## src/rtl/sort_frame_builder.sv

```systemverilog
// sort_frame_builder
//   Ingress side of the odd-even merge sort network. Each input port feeds a
//   small per-lane FIFO. Once per cycle, whenever the frame stage is free and
//   any FIFO holds a word, one sort frame is assembled: every lane contributes
//   either its FIFO head or a filler word that sorts last. The frame is held in
//   a single frame_valid/frame_ready register stage toward the sorter.
//
//   Ports
//     clk, rst     rising-edge clock, synchronous active-high reset
//     in_valid     per-lane word offered          [PORT_NUB]
//     in_ready     per-lane FIFO can accept       [PORT_NUB] (registered)
//     in_dst       per-lane destination port      [PORT_NUB*AW], lane i at [i*AW +: AW]
//     in_data      per-lane payload               [PORT_NUB*DATA_WIDTH]
//     frame_out    sort frame                     [PORT_NUB*W], lane i at [i*W +: W]
//     frame_valid  frame_out holds a frame
//     frame_ready  sorter accepts the frame this cycle
//     frame_cnt    frames accepted by the sorter, wraps at 2^16
//
//   Sort word layout (MSB first): {valid, dst, src, data}; the sorter keys on
//   {valid, dst}.

// Per-lane FIFO plus sort-word formatting for one lane.
//   push_valid/push_dst/push_data  incoming word
//   push_ready                     registered "not full"
//   pop                            frame register loads this cycle
//   nonempty                       FIFO head is valid
//   word                           sort word this lane contributes on load
module sort_frame_lane #(
  parameter int AW         = 3,
  parameter int DATA_WIDTH = 32,
  parameter int FIFO_DEPTH = 4,
  parameter int LANE       = 0,
  localparam int W         = 1 + 2*AW + DATA_WIDTH
) (
  input  logic                  clk,
  input  logic                  rst,
  input  logic                  push_valid,
  input  logic [AW-1:0]         push_dst,
  input  logic [DATA_WIDTH-1:0] push_data,
  input  logic                  pop,
  output logic                  push_ready,
  output logic                  nonempty,
  output logic [W-1:0]          word
);
  localparam int AW_F = $clog2(FIFO_DEPTH);
  localparam logic [AW_F:0] FULL = (AW_F+1)'(FIFO_DEPTH);
  localparam logic [AW-1:0] SRC  = AW'(LANE);

  typedef struct packed {
    logic [AW-1:0]         dst;
    logic [DATA_WIDTH-1:0] data;
  } entry_t;

  typedef struct packed {
    logic                  vld;
    logic [AW-1:0]         dst;
    logic [AW-1:0]         src;
    logic [DATA_WIDTH-1:0] data;
  } sort_word_t;

  entry_t            mem [FIFO_DEPTH];
  entry_t            head;
  logic [AW_F-1:0]   wr_ptr, rd_ptr;
  logic [AW_F:0]     cnt, cnt_nxt;
  logic              push, pop_eff;
  sort_word_t        sw;

  assign push     = push_valid & push_ready;
  assign nonempty = (cnt != '0);
  assign pop_eff  = pop & nonempty;
  assign cnt_nxt  = cnt + (AW_F+1)'(push) - (AW_F+1)'(pop_eff);
  assign head     = mem[rd_ptr];

  // Storage carries no reset; only pointers and count define what is valid.
  always_ff @(posedge clk) begin
    if (push) mem[wr_ptr] <= '{dst: push_dst, data: push_data};
  end

  // push_ready is computed from the next count so it is a pure register
  // toward the input side. It is held low while rst is asserted.
  always_ff @(posedge clk) begin
    if (rst) begin
      wr_ptr     <= '0;
      rd_ptr     <= '0;
      cnt        <= '0;
      push_ready <= 1'b0;
    end else begin
      if (push)    wr_ptr <= wr_ptr + 1'b1;
      if (pop_eff) rd_ptr <= rd_ptr + 1'b1;
      cnt        <= cnt_nxt;
      push_ready <= (cnt_nxt != FULL);
    end
  end

  // Empty lanes emit a filler with valid=0 and dst=all ones so it sorts last.
  always_comb begin
    sw.src = SRC;
    if (nonempty) begin
      sw.vld  = 1'b1;
      sw.dst  = head.dst;
      sw.data = head.data;
    end else begin
      sw.vld  = 1'b0;
      sw.dst  = '1;
      sw.data = '0;
    end
  end

  assign word = sw;
endmodule

module sort_frame_builder #(
  parameter int PORT_NUB   = 8,
  parameter int DATA_WIDTH = 32,
  parameter int FIFO_DEPTH = 4,
  localparam int AW        = $clog2(PORT_NUB),
  localparam int W         = 1 + 2*AW + DATA_WIDTH
) (
  input  logic                           clk,
  input  logic                           rst,
  input  logic [PORT_NUB-1:0]            in_valid,
  output logic [PORT_NUB-1:0]            in_ready,
  input  logic [PORT_NUB*AW-1:0]         in_dst,
  input  logic [PORT_NUB*DATA_WIDTH-1:0] in_data,
  output logic [PORT_NUB*W-1:0]          frame_out,
  output logic                           frame_valid,
  input  logic                           frame_ready,
  output logic [15:0]                    frame_cnt
);
  logic [PORT_NUB-1:0]        lane_ne;
  logic [PORT_NUB-1:0][W-1:0] lane_word;
  logic [PORT_NUB-1:0][W-1:0] frame_q;
  logic                       load;

  for (genvar i = 0; i < PORT_NUB; i++) begin : g_lane
    sort_frame_lane #(
      .AW(AW), .DATA_WIDTH(DATA_WIDTH), .FIFO_DEPTH(FIFO_DEPTH), .LANE(i)
    ) u_lane (
      .clk        (clk),
      .rst        (rst),
      .push_valid (in_valid[i]),
      .push_dst   (in_dst[i*AW +: AW]),
      .push_data  (in_data[i*DATA_WIDTH +: DATA_WIDTH]),
      .pop        (load),
      .push_ready (in_ready[i]),
      .nonempty   (lane_ne[i]),
      .word       (lane_word[i])
    );
  end

  // Frame stage is free when empty or being drained; load only if at least
  // one lane has real data, so all-filler frames are never emitted.
  assign load = (~frame_valid | frame_ready) & (|lane_ne);

  always_ff @(posedge clk) begin
    if (rst) begin
      frame_q     <= '0;
      frame_valid <= 1'b0;
      frame_cnt   <= '0;
    end else begin
      if (load) frame_q <= lane_word;
      frame_valid <= load | (frame_valid & ~frame_ready);
      if (frame_valid & frame_ready) frame_cnt <= frame_cnt + 16'd1;
    end
  end

  assign frame_out = frame_q;
endmodule

```

## config.mk

```make
export PLATFORM = sky130hd
export DESIGN_NAME = sort_frame_builder
export DESIGN_NICKNAME = d
export VERILOG_FILES = /design/src/rtl/sort_frame_builder.sv
export SDC_FILE = /design/constraint.sdc
export NUM_CORES = 1
export LEC_CHECK = 0
export CAP_MARGIN = 10
export CORE_ASPECT_RATIO = 1.5
export CORE_MARGIN = 10
export CORE_UTILIZATION = 40
export CTS_BUF_LIST = sky130_fd_sc_hd__clkbuf_8
export DETAILED_ROUTE_END_ITERATION = 7
export PLACE_DENSITY = 0.64
export SLEW_MARGIN = 15
export SYNTH_ARGS = -nofsm -noshare
export SYNTH_HDL_FRONTEND = slang
export SYNTH_HIERARCHICAL = 1
export SYNTH_SLANG_ARGS = --single-unit
```

## constraint.sdc

```tcl
create_clock -name clk -period 3.7 [get_ports clk]
set_input_delay 0.74 -clock clk [delete_from_list [all_inputs] [get_ports clk]]
set_output_delay 0.74 -clock clk [all_outputs]
set_load 0.02 [all_outputs]
```

; Word level (Yosys, flattened, before mapping)
; Memory sizes are Yosys's and may differ from the RTL's. A register that Yosys moved wholly into a read port is not among the register bits.
; Cells that the tools add are included.
[totals]
output_inout_bits = 337
register_bits = 381
input_bits = 291
n_memories = 8
ram_bits = 1120
[memory_table]
columns = memory, depth, word_bits, rd, rd_ports_with_merged_regs, wr, line
row1 = g_lane[0].u_lane.mem, 4, 35, 1, 1, 1, 61  ; entry_t mem [FIFO_DEPTH];
row2 = g_lane[1].u_lane.mem, 4, 35, 1, 1, 1, 61
row3 = g_lane[2].u_lane.mem, 4, 35, 1, 1, 1, 61
row4 = g_lane[3].u_lane.mem, 4, 35, 1, 1, 1, 61
row5 = g_lane[4].u_lane.mem, 4, 35, 1, 1, 1, 61
row6 = g_lane[5].u_lane.mem, 4, 35, 1, 1, 1, 61
row7 = +2 memories, n/a, n/a, n/a, n/a, n/a, n/a
[op_classes]
eq_ne = 8
n_reduce_logical = 9
addsub = 33
muxes = 48
bitwise_logic = 23
[ops]
columns = cell, n
row1 = 2-to-1 mux 32 bit, 8
row2 = "adder 2 x 1 -> 2 bit, second input constant", 16
row3 = 2-to-1 mux 2 bit, 16
row4 = 2-to-1 mux 4 bit, 8
row5 = adder 3 x 1 -> 3 bit, 8
row6 = "inequality test 3 bit, second input constant", 8
row7 = nonzero test 3 bit, 8
row8 = subtractor 3 x 1 -> 3 bit, 8
row9 = bitwise AND 1 bit, 19
row10 = "adder 16 x 1 -> 16 bit, second input constant", 1
row11 = 2-to-1 mux 1 bit, 16
row12 = OR reduction 8 bit, 1
row13 = NOT 1 bit, 2
row14 = OR 1 bit, 2

; Logic depth before layout (Yosys ltp)
[depth]
word_depth = 6
ltp_mapped = 14
depth_no_buf = 11

; Cells and area by module
; Netlist, hierarchy kept.
[modules_own_cells]
columns = module, seq_area_each_um2, area_per_inst_um2, instances, cells_per_inst
row1 = sort_frame_lane at g_lane[1].u_lane ..., 4404.2, 5896.9, 6, 280
row2 = sort_frame_lane at g_lane[0].u_lane ..., 4404.2, 5893.2, 2, 279
row3 = sort_frame_builder, 6586.3, 11680.0, 1, 1094

; Worst setup path after synthesis
; OpenSTA, ideal clock, no wires.
[synth_path]
kind = flip-flop to flip-flop
from = reg g_lane[1].u_lane.cnt[1]
to = reg g_lane[4].u_lane.cnt[2]
required_time_ps = 3572
synth_period_minus_slack_ps = 3224
stages_incl_launch_ff = 15
slack_ps = 476
arrival_time_ps = 3096
setup_ps = 128
path_cell_list = dfxtp_1 nor3_1 inv_1 clkbuf_1 nor4_1 a21boi_0 clkbuf_1 buf_2 o31a_1 ha_1 inv_1 ha_1 fa_1 xnor3_1 nor2b_1
[synth_between]
elab_chain_cells = 5
[synth_lines]
columns = item, line
row1 = start: declaration, 64  ; logic [AW_F:0] cnt, cnt_nxt;
row2 = start signal: assignment, 90  ; cnt <= cnt_nxt;
row3 = nonzero test 3 bit, 69  ; assign nonempty = (cnt != '0);
row4 = via lane_ne[1], 130  ; logic [PORT_NUB-1:0] lane_ne;
row5 = OR reduction 8 bit, 153  ; assign load = (~frame_valid | frame_ready) & (|lane_ne);
row6 = bitwise AND 1 bit, 153
row7 = via load, 133  ; logic load;
row8 = bitwise AND 1 bit, 70  ; assign pop_eff = pop & nonempty;
row9 = via g_lane[4].u_lane.pop_eff, 65  ; logic push, pop_eff;
row10 = subtractor 3 x 1 -> 3 bit, 71  ; assign cnt_nxt = cnt + (AW_F+1)'(push) - (AW_F+1)'(pop_eff);
row11 = end signal: assignment, 90
row12 = end: declaration, 64
; The timed path passes the listed nets, and every way through them passes these cells.
; A chain may end at the register's enable or synchronous reset.

; Final worst setup path
[layout_path]
from = reg g_lane[2].u_lane.cnt[1]
to = reg g_lane[6].u_lane.cnt[2]
[layout_between]
elab_chain_cells = 5
[layout_lines]
columns = item, line
row1 = start: declaration, 64
row2 = start signal: assignment, 90
row3 = nonzero test 3 bit, 69
row4 = via lane_ne[2], 130
row5 = OR reduction 8 bit, 153
row6 = bitwise AND 1 bit, 153
row7 = bitwise AND 1 bit, 70
row8 = via g_lane[6].u_lane.pop_eff, 65
row9 = subtractor 3 x 1 -> 3 bit, 71
row10 = end signal: assignment, 90
row11 = end: declaration, 64
; The timed path passes the listed nets, and every way through them passes these cells.

==> out/metrics.csv <==
stage;metric;value;unit
placed_design;cell area after placement;67000;µm²
global_route;largest net degree at the start of global routing;109;
sta;worst rel slew slack;25.4;%
placed_design;IO Port Bufs;627;
route;DRC Markers;0;
synth;Synth top cells by count;edfxtp_1, dfxtp_1, nor2_1;
run_status;outcome;complete, no violations;
floorplan;initial core utilization;40.2;%
clocking;clock latency on the worst-skew pair;0.93;ns
clocking;CTS tree;done;
sta;Worst-Margin Slew;1.12;ns
clocking;Hold Buf Count CTS;0;
min_path;type of the worst min-delay path;input port to flip-flop;
sta;min cycle time layout;3.32;ns
synth;FF+latch count, synth;1529;
route;antenna violation net count after detailed routing;0;
pwr;Tot Pwr;49.3;mW
final_layout;post-route cell area;71400;µm²
floorplan;placement row count;172;
global_route;antenna violations before repair;56;
global_route;GR Overflow Total;0;
placed_design;placer congestion estimate;0.745;
synth;top-count cell post-synth;edfxtp_1;
final_layout;Area growth syn-to-layout;21.3;%
synth;post-synthesis sequential area ratio;71.1;%
synth;Async SR Flop Fraction;0;%
final_layout;share of layout cells above drive strength 1;16.6;%
clocking;CTS clk-pin slew, worst paths;0.06;ns
job;max cap viols;0;
sta;Setup Skew;0.0521;ns
global_route;GRT Util Overall;16.9;%
synth;Synth Instances;3332;
route;drt wl/cell;22.5;µm
sta;Fmax achieved;302;MHz
clocking;total clock sinks;1529;
worst_setup_path;CP Data Arrival Time;4.08;ns
worst_setup_path;WP data required;4.47;ns
sta;unrepaired setup endpoints after global routing;false;
clocking;clk buf depth;3;
placed_design;pre-CTS WS;0.0602;ns
floorplan;I/O pin total;628;
pwr;Leak;25.9;nW
final_layout;Util after Layout;48.8;%
synth;syn_area_per_cell;17.7;µm²
global_route;first-pass GRT wire length;209000;µm
floorplan;Vert. Die Dim;490;µm
sta;Fin Hold WS;0.199;ns
pwr;power per cell area;690;nW/µm²
clocking;total CTS buffers;222;
floorplan;core area;146000;µm²
sta;post-route clock period utilization;89.6;%
synth;Post-Synthesis Cell Area;58800;µm²
synth;Netlist cell types;48;
worst_setup_path;startpoint class of the critical path;flip-flop;
route;DR vias;30800;
worst_setup_path;crit path kind;flip-flop to flip-flop;
sta;setup_tns;0;ns
final_layout;Layout Nets;4421;
placed_design;placed insts;5763;
global_route;number of global-route vias before repair;32200;
floorplan;die area;163000;µm²
worst_setup_path;crit-path max FO;17;
final_layout;post-route non-filler standard cell count;6199;
synth;Yosys warning total;6;
route;1st-pass router iterations;5;
placed_design;Detail Placement HPWL;91300;µm
clocking;setup bufs post-CTS;0;
clocking;htree depth;4;
route;Detailed Route WL;140000;µm
route;vias per inst;4.98;
synth;Synth Flop Type;edfxtp_1;
clocking;Root Driver;clkbuf_8;
sta;Setup Viol. Count Final;0;
floorplan;die width;333;µm
sta;Final WS setup;0.384;ns
pwr;Max IR drop VDD;421;µV
clocking;post-CTS resize count;0;
synth;ranking of synthesized cells by area;edfxtp_1, dfxtp_1, mux4_2;
synth;dominant cell type by area after synthesis;edfxtp_1;
sta;max-slew violations;0;
sta;final hold violations;0;
synth;EDFF count, synth;1120;
synth;Synth top area share;57.2;%
route;DRT iter0 DRCs;1706;
worst_setup_path;Critical Path End Type;flip-flop;
## layout by cell type, fill, tap and decap left out, types with 3 or more instances in the layout
master           instances
mux2_2                  24
nor2b_1                 40
xor2_1                   6
and3_2                  12
nand3_1                 12
inv_12                   3
conb_1                  24
a21bo_2                 16
nand4_1                  3
o311ai_0                 8
clkinvlp_4               3
and3_1                  20
inv_1                  139
a21oi_1                 29
mux2i_1                312
mux4_2                 240
clkdlybuf4s50_1        626
nand2_1                 16
edfxtp_1              1120
dfxtp_1                400
clkbuf_8               256
o31a_1                   8
and2_1                 256
clkinv_1                31
nand3b_1                 8
fa_1                     8
buf_12                  15
nor2_1                 348
nor4_1                   3
xnor3_1                  8
diode_2                 13
or2_1                   24
nor3_1                  11
bufinv_16                4
mux4_1                  40
ha_1                    49
buf_4                   81
clkinv_2                31
xnor2_1                  5
dfxtp_2                  9
## area by class of cell
cell class,instances,area (µm²)
inverter,51,191
sequential,1529,41800
timing repair buffer,723,7190
fill,12500,74900
antenna,13,32.5
multi-input combinational,1546,15400
clock buffer,256,3520
tap,1914,2390
clock inverter,167,878
## worst paths after layout
check	slack (ns)	cells past startpoint	to	start
worst min-delay path	0.20	2	frame_out[233]	rst
worst min register to register	0.49	2	frame_cnt[15]	frame_cnt[15]
worst max register to register	0.38	13	g_lane[6].u_lane/cnt[2]	g_lane[2].u_lane/cnt[1]
worst max-delay path	0.38	13	g_lane[6].u_lane/cnt[2]	g_lane[2].u_lane/cnt[1]
## registers in the layout, summed over array words and instances (netlist names), named ones only
name / count
g_lane.u_lane/push_ready: 8
frame_valid: 1
g_lane.u_lane/cnt: 24
g_lane.u_lane/rd_ptr: 16
frame_cnt: 16
g_lane.u_lane/mem: 1120
g_lane.u_lane/wr_ptr: 16
frame_out: 312
## cells by family after synthesis
kind of cell | share of synthesized area [%]
buffers and inverters | 2.93
other | 0.0893
AOI/OAI and AO/OA | 0.825
xor gates and xnor gates | 0.470
and+or+nand+nor | 6.57
muxes | 16.7
DFF | 71.1
adders and majority gates | 1.31
## metal layers
layer	track usage (%)	wire, µm
met1	21.0	57900
met2	26.4	64300
met3	7.44	13900
met4	5.24	2860
met5	0	586
## critical path, stage by stage (launching register included)
cell	delay (ns)
dfxtp_1	0.35
nor3_1	0.58
inv_1	0.21
nor4_1	0.21
buf_4	0.17
a21boi_4	0.06
buf_12	0.17
o31a_1	0.13
ha_1	0.29
inv_1	0.04
ha_1	0.18
fa_1	0.40
xnor3_1	0.21
nor2b_1	0.14
## power breakdown
group	internal, mW	switching (mW)	leakage [nW]	total (mW)
clock network	6.64	6.47	2.60	13.1
registers	20.7	1.54	13.5	22.2
logic	7.17	6.80	9.81	14.0
Power figures use the tool's default switching activity.
